File: config.mk
export PLATFORM = sky130hd
export DESIGN_NAME = sram_bist_march_ctrl
export DESIGN_NICKNAME = d
export VERILOG_FILES = /design/src/rtl/sram_bist_march_ctrl_pkg.sv /design/src/rtl/sram_bist_march_seq.sv /design/src/rtl/sram_bist_march_ctrl.sv
export SDC_FILE = /design/constraint.sdc
export NUM_CORES = 1
export LEC_CHECK = 0
export CAP_MARGIN = 0
export CORE_ASPECT_RATIO = 1.75
export CORE_MARGIN = 2
export CORE_UTILIZATION = 50
export DETAILED_ROUTE_END_ITERATION = 16
export PLACE_DENSITY = 0.86
export SLEW_MARGIN = 20
export SYNTH_ARGS = -nofsm -noshare
export SYNTH_HDL_FRONTEND = slang
export SYNTH_SLANG_ARGS = --single-unit
File: constraint.sdc
create_clock -name A_CLK -period 2.9 [get_ports A_CLK]
set_input_delay 0.725 -clock A_CLK [delete_from_list [all_inputs] [get_ports A_CLK]]
set_output_delay 0.725 -clock A_CLK [all_outputs]
set_load 0.03 [all_outputs]
File: src/rtl/sram_bist_march_ctrl_pkg.sv
// Shared types and March C- element tables for the SRAM BIST controller.
// Element tables are indexed by element number, bit 0 = E0.
package sram_bist_march_ctrl_pkg;

  typedef enum logic [1:0] {
    ST_IDLE  = 2'd0,
    ST_RUN   = 2'd1,
    ST_DRAIN = 2'd2,
    ST_DONE  = 2'd3
  } state_t;

  typedef logic [2:0] elem_t;

  localparam int NUM_ELEM = 6;

  // E3/E4 walk downwards; E1..E4 are read-then-write; E2/E4 read ~B; E1/E3 write ~B
  localparam logic [NUM_ELEM-1:0] ELEM_DOWN    = 6'b011000;
  localparam logic [NUM_ELEM-1:0] ELEM_TWO_OPS = 6'b011110;
  localparam logic [NUM_ELEM-1:0] ELEM_RD_INV  = 6'b010100;
  localparam logic [NUM_ELEM-1:0] ELEM_WR_INV  = 6'b001010;

  function automatic logic elem_bit(input logic [NUM_ELEM-1:0] tbl, input elem_t e);
    return tbl[e];
  endfunction

endpackage

File: src/rtl/sram_bist_march_seq.sv
// March C- sequencer: walks elements, ops and addresses, presenting one op per step.
// The current op is a combinational view of the registered element/op/address counters.
module sram_bist_march_seq
  import sram_bist_march_ctrl_pkg::*;
#(
  parameter int                      P_ADDR_WIDTH = 9,
  parameter int                      P_DATA_WIDTH = 8,
  parameter logic [P_DATA_WIDTH-1:0] P_BG         = 8'h00
) (
  input  logic                    clk,
  input  logic                    rst_n,
  input  logic                    start,
  input  logic                    step,
  input  logic                    abort,
  output logic                    valid,
  output logic                    we,
  output logic                    re,
  output logic [P_ADDR_WIDTH-1:0] addr,
  output logic [P_DATA_WIDTH-1:0] data,
  output elem_t                   elem
);

  localparam logic [P_ADDR_WIDTH-1:0] ADDR_MAX = '1;
  localparam logic [P_ADDR_WIDTH-1:0] ADDR_ONE = P_ADDR_WIDTH'(1);

  logic                    active;
  elem_t                   elem_r;
  logic                    op_r;
  logic [P_ADDR_WIDTH-1:0] addr_r;

  logic  two_ops, down, we_c, inv, last_op, last_addr, last_elem, next_down;
  elem_t next_elem;

  always_comb begin
    two_ops   = elem_bit(ELEM_TWO_OPS, elem_r);
    down      = elem_bit(ELEM_DOWN, elem_r);
    // Single-op elements: E0 writes, E5 reads
    we_c      = two_ops ? op_r : (elem_r == 3'd0);
    inv       = we_c ? elem_bit(ELEM_WR_INV, elem_r) : elem_bit(ELEM_RD_INV, elem_r);
    last_op   = ~two_ops | op_r;
    last_addr = down ? (addr_r == '0) : (addr_r == ADDR_MAX);
    last_elem = (elem_r == elem_t'(NUM_ELEM - 1));
    next_elem = last_elem ? elem_r : elem_t'(elem_r + 3'd1);
    next_down = elem_bit(ELEM_DOWN, next_elem);
  end

  assign valid = active;
  assign we    = active & we_c;
  assign re    = active & ~we_c;
  assign addr  = addr_r;
  assign data  = inv ? ~P_BG : P_BG;
  assign elem  = elem_r;

  always_ff @(posedge clk or negedge rst_n) begin
    if (!rst_n) begin
      active <= 1'b0;
      elem_r <= '0;
      op_r   <= 1'b0;
      addr_r <= '0;
    end else if (start) begin
      active <= 1'b1;
      elem_r <= '0;
      op_r   <= 1'b0;
      addr_r <= '0;
    end else if (abort) begin
      active <= 1'b0;
    end else if (step && active) begin
      if (!last_op) begin
        op_r <= 1'b1;
      end else begin
        op_r <= 1'b0;
        if (!last_addr) begin
          addr_r <= down ? (addr_r - ADDR_ONE) : (addr_r + ADDR_ONE);
        end else if (last_elem) begin
          active <= 1'b0;
        end else begin
          elem_r <= next_elem;
          addr_r <= next_down ? ADDR_MAX : '0;
        end
      end
    end
  end

endmodule

File: src/rtl/sram_bist_march_ctrl.sv
// SRAM BIST controller: drives the macro BIST port through March C-, compares read
// data one cycle after the read edge and captures the first mismatch.
module sram_bist_march_ctrl
  import sram_bist_march_ctrl_pkg::*;
#(
  parameter int                      P_ADDR_WIDTH = 9,
  parameter int                      P_DATA_WIDTH = 8,
  parameter logic [P_DATA_WIDTH-1:0] P_BG         = 8'h00
) (
  input  logic                    A_CLK,
  input  logic                    A_RESET_N,
  input  logic                    start,
  output logic                    busy,
  output logic                    done,
  output logic                    fail,
  output logic [P_ADDR_WIDTH-1:0] fail_addr,
  output logic [P_DATA_WIDTH-1:0] fail_data,
  output logic [2:0]              fail_elem,
  output logic                    A_BIST_EN,
  output logic                    A_BIST_MEN,
  output logic                    A_BIST_WEN,
  output logic                    A_BIST_REN,
  output logic [P_ADDR_WIDTH-1:0] A_BIST_ADDR,
  output logic [P_DATA_WIDTH-1:0] A_BIST_DIN,
  output logic [P_DATA_WIDTH-1:0] A_BIST_BM,
  input  logic [P_DATA_WIDTH-1:0] A_DOUT,
  output state_t                  dbg_state
);

  // Handshake: start is a one-cycle request honoured only in IDLE or DONE; busy covers
  // the run, and done/fail/fail_* hold their values until the next accepted start.

  state_t                  state;
  logic                    seq_valid, seq_we, seq_re;
  logic [P_ADDR_WIDTH-1:0] seq_addr;
  logic [P_DATA_WIDTH-1:0] seq_data;
  elem_t                   seq_elem;

  // Expected data/element of the op on the port, then one stage later for compare
  logic [P_DATA_WIDTH-1:0] cur_exp;
  elem_t                   cur_elem;
  logic                    p_vld;
  logic [P_DATA_WIDTH-1:0] p_exp;
  logic [P_ADDR_WIDTH-1:0] p_addr;
  elem_t                   p_elem;

  logic accept, mismatch, seq_step, seq_abort;

  assign accept    = start && (state == ST_IDLE || state == ST_DONE);
  assign mismatch  = p_vld && (A_DOUT != p_exp);
  assign seq_step  = (state == ST_RUN) && !mismatch;
  assign seq_abort = (state == ST_RUN) && mismatch;
  assign dbg_state = state;

  sram_bist_march_seq #(
    .P_ADDR_WIDTH(P_ADDR_WIDTH),
    .P_DATA_WIDTH(P_DATA_WIDTH),
    .P_BG        (P_BG)
  ) u_seq (
    .clk  (A_CLK),
    .rst_n(A_RESET_N),
    .start(accept),
    .step (seq_step),
    .abort(seq_abort),
    .valid(seq_valid),
    .we   (seq_we),
    .re   (seq_re),
    .addr (seq_addr),
    .data (seq_data),
    .elem (seq_elem)
  );

  always_ff @(posedge A_CLK or negedge A_RESET_N) begin
    if (!A_RESET_N) begin
      state       <= ST_IDLE;
      busy        <= 1'b0;
      done        <= 1'b0;
      fail        <= 1'b0;
      fail_addr   <= '0;
      fail_data   <= '0;
      fail_elem   <= '0;
      A_BIST_EN   <= 1'b0;
      A_BIST_MEN  <= 1'b0;
      A_BIST_WEN  <= 1'b0;
      A_BIST_REN  <= 1'b0;
      A_BIST_ADDR <= '0;
      A_BIST_DIN  <= '0;
      A_BIST_BM   <= '0;
      cur_exp     <= '0;
      cur_elem    <= '0;
      p_vld       <= 1'b0;
      p_exp       <= '0;
      p_addr      <= '0;
      p_elem      <= '0;
    end else begin
      unique case (state)
        ST_IDLE, ST_DONE: begin
          if (accept) begin
            state     <= ST_RUN;
            busy      <= 1'b1;
            done      <= 1'b0;
            fail      <= 1'b0;
            fail_addr <= '0;
            fail_data <= '0;
            fail_elem <= '0;
            A_BIST_EN <= 1'b1;
            A_BIST_BM <= '1;
            p_vld     <= 1'b0;
          end
        end
        ST_RUN: begin
          if (mismatch) begin
            // The op issued this cycle completes in the macro but is never compared
            state      <= ST_DONE;
            busy       <= 1'b0;
            done       <= 1'b1;
            fail       <= 1'b1;
            fail_addr  <= p_addr;
            fail_data  <= A_DOUT;
            fail_elem  <= p_elem;
            A_BIST_EN  <= 1'b0;
            A_BIST_MEN <= 1'b0;
            A_BIST_WEN <= 1'b0;
            A_BIST_REN <= 1'b0;
            A_BIST_BM  <= '0;
            p_vld      <= 1'b0;
          end else begin
            A_BIST_MEN <= seq_valid;
            A_BIST_WEN <= seq_we;
            A_BIST_REN <= seq_re;
            if (seq_valid) begin
              A_BIST_ADDR <= seq_addr;
              cur_exp     <= seq_data;
              cur_elem    <= seq_elem;
              if (seq_we) A_BIST_DIN <= seq_data;
            end else begin
              state <= ST_DRAIN;
            end
            p_vld  <= A_BIST_MEN & A_BIST_REN;
            p_exp  <= cur_exp;
            p_addr <= A_BIST_ADDR;
            p_elem <= cur_elem;
          end
        end
        ST_DRAIN: begin
          if (mismatch) begin
            fail      <= 1'b1;
            fail_addr <= p_addr;
            fail_data <= A_DOUT;
            fail_elem <= p_elem;
          end
          state     <= ST_DONE;
          busy      <= 1'b0;
          done      <= 1'b1;
          A_BIST_EN <= 1'b0;
          A_BIST_BM <= '0;
          p_vld     <= 1'b0;
        end
        default: state <= ST_IDLE;
      endcase
    end
  end

endmodule

# Word level (Yosys, flattened, before mapping)

Memories as Yosys holds them, arrays and structs flattened.
Index checks and enable logic that the tools add are counted.
W data, S select, Z words.

Bits in registers: 99
Bits in read-only memories: 40
Input port bits: 11
Logic and storage cells: 144
Memories kept: 5

Memories:

| name             | words | bits a word | read ports | clocked after Yosys merged registers in | wr ports | line                           | RTL |
|---|---|---|---|---|---|---|---|
| (name not given) | 8     | 1           | 1          | 0                                       | 0        | sram_bist_march_ctrl_pkg.sv:23 | `return tbl[e];` |
| (name not given) | 8     | 1           | 1          | 0                                       | 0        | sram_bist_march_ctrl_pkg.sv:23 |  |
| (name not given) | 8     | 1           | 1          | 0                                       | 0        | sram_bist_march_ctrl_pkg.sv:23 |  |
| (name not given) | 8     | 1           | 1          | 0                                       | 0        | sram_bist_march_ctrl_pkg.sv:23 |  |
| (name not given) | 8     | 1           | 1          | 0                                       | 0        | sram_bist_march_ctrl_pkg.sv:23 |  |

Add/sub/neg operators: 3
$lt $le $gt $ge: 2
Eq/ne operators: 13
Muxes and demuxes: 62
Bitwise operators: 7
Reductions and logical operators: 29

Operator list:

| cell                  | count |
|---|---|
| $mux W9               | 10 |
| $mux W8               | 5 |
| $mux W3               | 9 |
| $mux W1               | 26 |
| $pmux W8 S3           | 1 |
| $pmux W9 S2           | 1 |
| $pmux W8 S2           | 1 |
| $reduce_and A4 Y1     | 3 |
| $reduce_bool A3 Y1    | 4 |
| $reduce_and A2 Y1     | 5 |
| $add A9 B1 Y9 const B | 1 |
| $eq A9 B9 Y1 const B  | 1 |
| $logic_not A9 Y1      | 1 |
| $pmux W1 S3           | 3 |
| $sub A9 B1 Y9 const B | 1 |
| $lt A3 B4 Y1 const B  | 2 |
| $ne A2 B2 Y1 const B  | 4 |
| $ne A8 B8 Y1          | 1 |
| $mux W2               | 3 |
| $ne A3 B3 Y1 const B  | 2 |
| $pmux W2 S3           | 1 |
| $pmux W3 S2           | 1 |
| $reduce_bool A2 Y1    | 3 |
| $logic_and A1 B1 Y1   | 5 |
| 16 further kinds      | 22 |

# Logic depth before layout (Yosys ltp)

Depth in word-level cells: 11
Depth in mapped cells: 10

# Modules after synthesis

Synthesis repeated with hierarchy kept, for this count alone.

Cell total of the unflattened synthesis: 400
Area total of the unflattened synthesis: 4657.0 um2

By module, submodules not included:

| module               | instances | cells each | area each (um2) |
|---|---|---|---|
| sram_bist_march_ctrl | 1         | 260        | 3375.7 |
| sram_bist_march_seq  | 1         | 140        | 1281.2 |

# Worst setup path after synthesis

Ideal clock, no wire load.

Path kind: reg-to-reg
Start: register u_seq.elem_r[0], in the netlist u_seq.elem[0]
End: register u_seq.addr_r[8], in the netlist u_seq.addr[8]
Setup time: 0.124 ns
Arrival time: 2.495 ns
Data required time: 2.776 ns
Setup slack: 0.281 ns
Cell stages (with the launch flop): 10
Path buffers: 0
Period minus slack after synthesis: 2.619 ns
Cell sequence: dfrtp_1 -> ha_1 -> mux2_2 -> ha_1 -> or2_2 -> a21oi_1 -> a31oi_1 -> xnor2_1 -> mux2_2 -> a211o_1

Cells in the longest elaborated chain, start to end: 11
Elaborated cells on any way between the ends: 23
Those cells by class: add/sub (1); eq/ne (2); mux (13); bitwise (2); reduce/logical (2); memory (3)

RTL lines:

| what                                          | line                                                 | RTL |
|---|---|---|
| start: declaration                            | sram_bist_march_seq.sv:27                            | `elem_t elem_r;` |
| start signal: assignment                      | sram_bist_march_seq.sv:77                            | `elem_r <= next_elem;` |
| $add A3 B1 Y3 or $eq A3 B3 Y1 (tied branches) | sram_bist_march_seq.sv:43, sram_bist_march_seq.sv:42 |  |
| $mux W3                                       | sram_bist_march_seq.sv:43                            | `next_elem = last_elem ? elem_r : elem_t'(elem_r + 3'd1);` |
| $mem_v2 Z8 W1                                 | n/a                                                  |  |
| $mux W1 (implied by the code)                 | sram_bist_march_ctrl_pkg.sv:23                       |  |
| $mux W9                                       | sram_bist_march_seq.sv:78                            | `addr_r <= next_down ? ADDR_MAX : '0;` |
| $mux W9                                       | sram_bist_march_seq.sv:74                            | `end else if (last_elem) begin` |
| $mux W9                                       | sram_bist_march_seq.sv:72                            | `if (!last_addr) begin` |
| $mux W9                                       | sram_bist_march_seq.sv:68                            | `if (!last_op) begin` |
| $mux W9                                       | sram_bist_march_seq.sv:67                            | `end else if (step && active) begin` |
| $mux W9                                       | sram_bist_march_seq.sv:65                            | `end else if (abort) begin` |
| $mux W9                                       | sram_bist_march_seq.sv:60                            | `end else if (start) begin` |
| end signal: assignment                        | sram_bist_march_seq.sv:73                            | `addr_r <= down ? (addr_r - ADDR_ONE) : (addr_r + ADDR_ONE);` |
| end signal: assignment                        | sram_bist_march_seq.sv:78                            |  |
| end: declaration                              | sram_bist_march_seq.sv:29                            | `logic [P_ADDR_WIDTH-1:0] addr_r;` |

Parallel ways exist; a longest one is shown, timed or not. The select of a mux whose other input is x is not followed.
A chain may end at the register's enable or synchronous reset.

# Worst setup path in the final report

Same ends and word-level chain as after synthesis.

==> impl_metrics.json <==
{
  "outcome": "finished clean",
  "post_synth_num_cell_types": 50,
  "stdcell_count": 539,
  "tritoncts": "built",
  "period_needed_ps": 2760,
  "clock-sinks": 70,
  "coreArea_mm2": 0.00686,
  "synth_edf_count": 0,
  "cp-end-kind": "register",
  "finalWirelength_um": 8420,
  "detail_route.wl_per_cell_um": 15.6,
  "antenna_found_initial": 0,
  "muxShareOfSynthArea_pct": 1.21,
  "p_leak_nw": 2.16,
  "synthArstFlopShare_pct": 100,
  "rrSetupSlack_ps": 140,
  "multi_input_area_mm2": 0.00155,
  "viasPerCell": 5.53,
  "seqCellArea_mm2": 0.00175,
  "ir_drop_v": 0.000393,
  "power_w": 0.00355,
  "hold-worst-slack_ps": 442,
  "vias": 2979,
  "num-fill-cells": 512,
  "grt_start_max_net_pins": 42,
  "r2r_start": "u_seq.elem[0]$_DFFE_PN0P_",
  "cp.arrival_ps": 2980,
  "place_area_mm2": 0.00420,
  "antenna_left": 0,
  "overflow": 0,
  "grt_pass1_wl_um": 13400,
  "fp.dieW_um": 67.5,
  "cts_buffer_depth": 2,
  "die_h_um": 115,
  "cp_data_required_time_ps": 3120,
  "htreeDepth": 3,
  "synth_top_family_by_area": "simple AND/OR/NAND/NOR gates",
  "seq_area_frac_synth_pct": 49.6,
  "ys_warn_count": 0,
  "design_area_mm2": 0.00458,
  "netlist_instances": 391,
  "ioPinCount": 65,
  "drtIter0Drc": 258,
  "slowest_stage": "dfrtp_2",
  "relSlewSlack_pct": 52.2,
  "layout-drive-gt1-share_pct": 9.89,
  "power.density_mw_per_mm2": 776,
  "path_clk_slew_ps": 50,
  "finalHoldViolCount": 0,
  "worst-setup-path-type": "register to register",
  "hp-class": "input port to async pin",
  "grt_usage_pct": 23.1,
  "slew_viol_final": 0,
  "grt_setup_unrepaired": "no",
  "netlist_area_mm2": 0.00353,
  "dp_hpwl_um": 5730,
  "synth_ff_type": "dfrtp_1",
  "slowest_delay_ps": 440,
  "synth_adder_area_share_pct": 5.53,
  "io_buffers": 64,
  "synth_fp_nets": 417,
  "place_congestion": 0.869,
  "rr_worst_depth": 10,
  "synth_compound_area_share_pct": 13.6,
  "synth_seq_cells": 70,
  "drc_errors": 0,
  "final_cell_mix": "123 x nand2_1, 69 x dfrtp_1, 63 x clkdlybuf4s50_1",
  "synthXorXnorAreaFrac_pct": 1.49,
  "syn_area_per_cell_um2": 9.02,
  "min_period_over_period_pct": 95.3,
  "fin_skew_ps": 2.94,
  "core.rowCount": 40,
  "layout_commonest_cell": "nand2_1",
  "diodes": 0,
  "finalSetupViolCount": 0,
  "dieArea_mm2": 0.00777,
  "cts-root-buf": "clkbuf_16",
  "cp-start-kind": "register",
  "nets": 476,
  "worstMarginPinSlew_ps": 717,
  "reg2reg_to": "u_seq.addr[8]$_DFFE_PN0P_",
  "cap_violations": 0,
  "setup-tns-final_ps": 0,
  "cts_made_buffers": 9,
  "dr.pass1.iters": 5,
  "dp_cells": 518,
  "clk_latency_ps": 340,
  "grt_pass1_vias": 2963,
  "synth-simple-area-share_pct": 21.3,
  "hold_buffers": 0,
  "worstPathCellList": "ha_4 -> mux2_4 -> inv_1 -> fa_1 -> nor2b_2 -> o2111ai_1 -> a31oi_1 -> xnor2_1 -> mux2_2 -> a211o_1",
  "syn_to_final_growth_pct": 29.7,
  "max_freq_ghz": 0.362,
  "cp_max_fo": 5,
  "start_util_pct": 51.5
}
-- critical path, delay by kind of cell (launching register included) --
family	cells	cell delay, ps
xor gates and xnor gates	1	150
buffers and inverters	1	80
muxes	2	560
DFF	1	440
and+or+nand+nor	1	160
adders and majority gates	2	620
AOI/OAI and AO/OA	3	630
-- where the power goes --
part / switching (W) / internal [W]
registers: 0.0000852 / 0.00107
logic: 0.000773 / 0.000455
clock network: 0.000395 / 0.000773
total: 0.00125 / 0.00230
-- what timing repair did --
| action | in CTS | in global routing |
|---|---|---|
| resized for setup | 1 | 4 |
| pin swaps | 0 | 1 |
| setup buffers | 0 | 4 |
| setup endpoints to repair | 1 | 1 |
| gates cloned | 0 | 1 |
-- area by class of cell --
cell class	instances	area share, %
flip-flops and latches	70	38.3
multi-input cells	275	33.9
repair buffers	81	17.5
clock buffers	12	5.39
well taps	84	2.30
clock inverters	4	1.53
inverters	13	1.07
-- registers in the layout, indices dropped and copies added (netlist names), 2 cells and up --
register	count
fail_data	8
u_seq.elem	3
dbg_state	2
cur_elem	3
p_addr	9
u_seq.addr	9
p_elem	3
fail_elem	3
fail_addr	9
A_BIST_ADDR	9
-- worst max path at each step --
stage	startpoint	to
finish	u_seq.elem[0]$_DFFE_PN0P_	u_seq.addr[8]$_DFFE_PN0P_
global route	u_seq.elem[0]$_DFFE_PN0P_	u_seq.addr[8]$_DFFE_PN0P_
CTS	u_seq.elem[0]$_DFFE_PN0P_	u_seq.addr[8]$_DFFE_PN0P_
detailed placement	A_DOUT[0]	u_seq.addr[2]$_DFFE_PN0P_
global placement	A_DOUT[0]	u_seq.addr[4]$_DFFE_PN0P_
floorplan	u_seq.elem[0]$_DFFE_PN0P_	u_seq.addr[8]$_DFFE_PN0P_
-- cells by family after synthesis --
group                      count (synthesis)
adders and majority gates                 15
xor gates and xnor gates                   6
AOI/OAI and AO/OA                         73
buffers and inverters                     47
and+or+nand+nor                          176
DFF                                       70
muxes                                      4
-- Yosys cell counts (5+ instances only) --
| master | instances | area share, % |
|---|---|---|
| a21oi_1 | 9 | 1.3 |
| buf_4 | 16 | 3.4 |
| clkbuf_1 | 14 | 1.5 |
| dfrtp_1 | 70 | 50 |
| ha_1 | 14 | 5.0 |
| inv_1 | 12 | 1.3 |
| nand2_1 | 123 | 13 |
| nand3_1 | 5 | 0.71 |
| nand4_1 | 5 | 0.89 |
| nor2_1 | 15 | 1.6 |
| nor3_1 | 6 | 0.85 |
| o21ai_0 | 29 | 4.1 |
| o2bb2ai_1 | 9 | 2.2 |
-- through the flow --
step | setup slack, ps | util [%]
final | 138 | 66.8
after global routing | 11.6 | 66.8
after CTS | 82.9 | 65.9
after detailed placement | -3.39 | 61.2
after global placement | 41.5 | 61.2
after floorplan | 281 | -
-- metal layers --
layer	vias up	routed length [µm]	track usage, %
li1	1428	-	-
met1	1454	3140	24.9
met2	82	4760	41.0
met3	15	312	5.48
met4	0	208	11.4
met5	-	0	0
No activity file was read; power rests on OpenSTA's default activity.
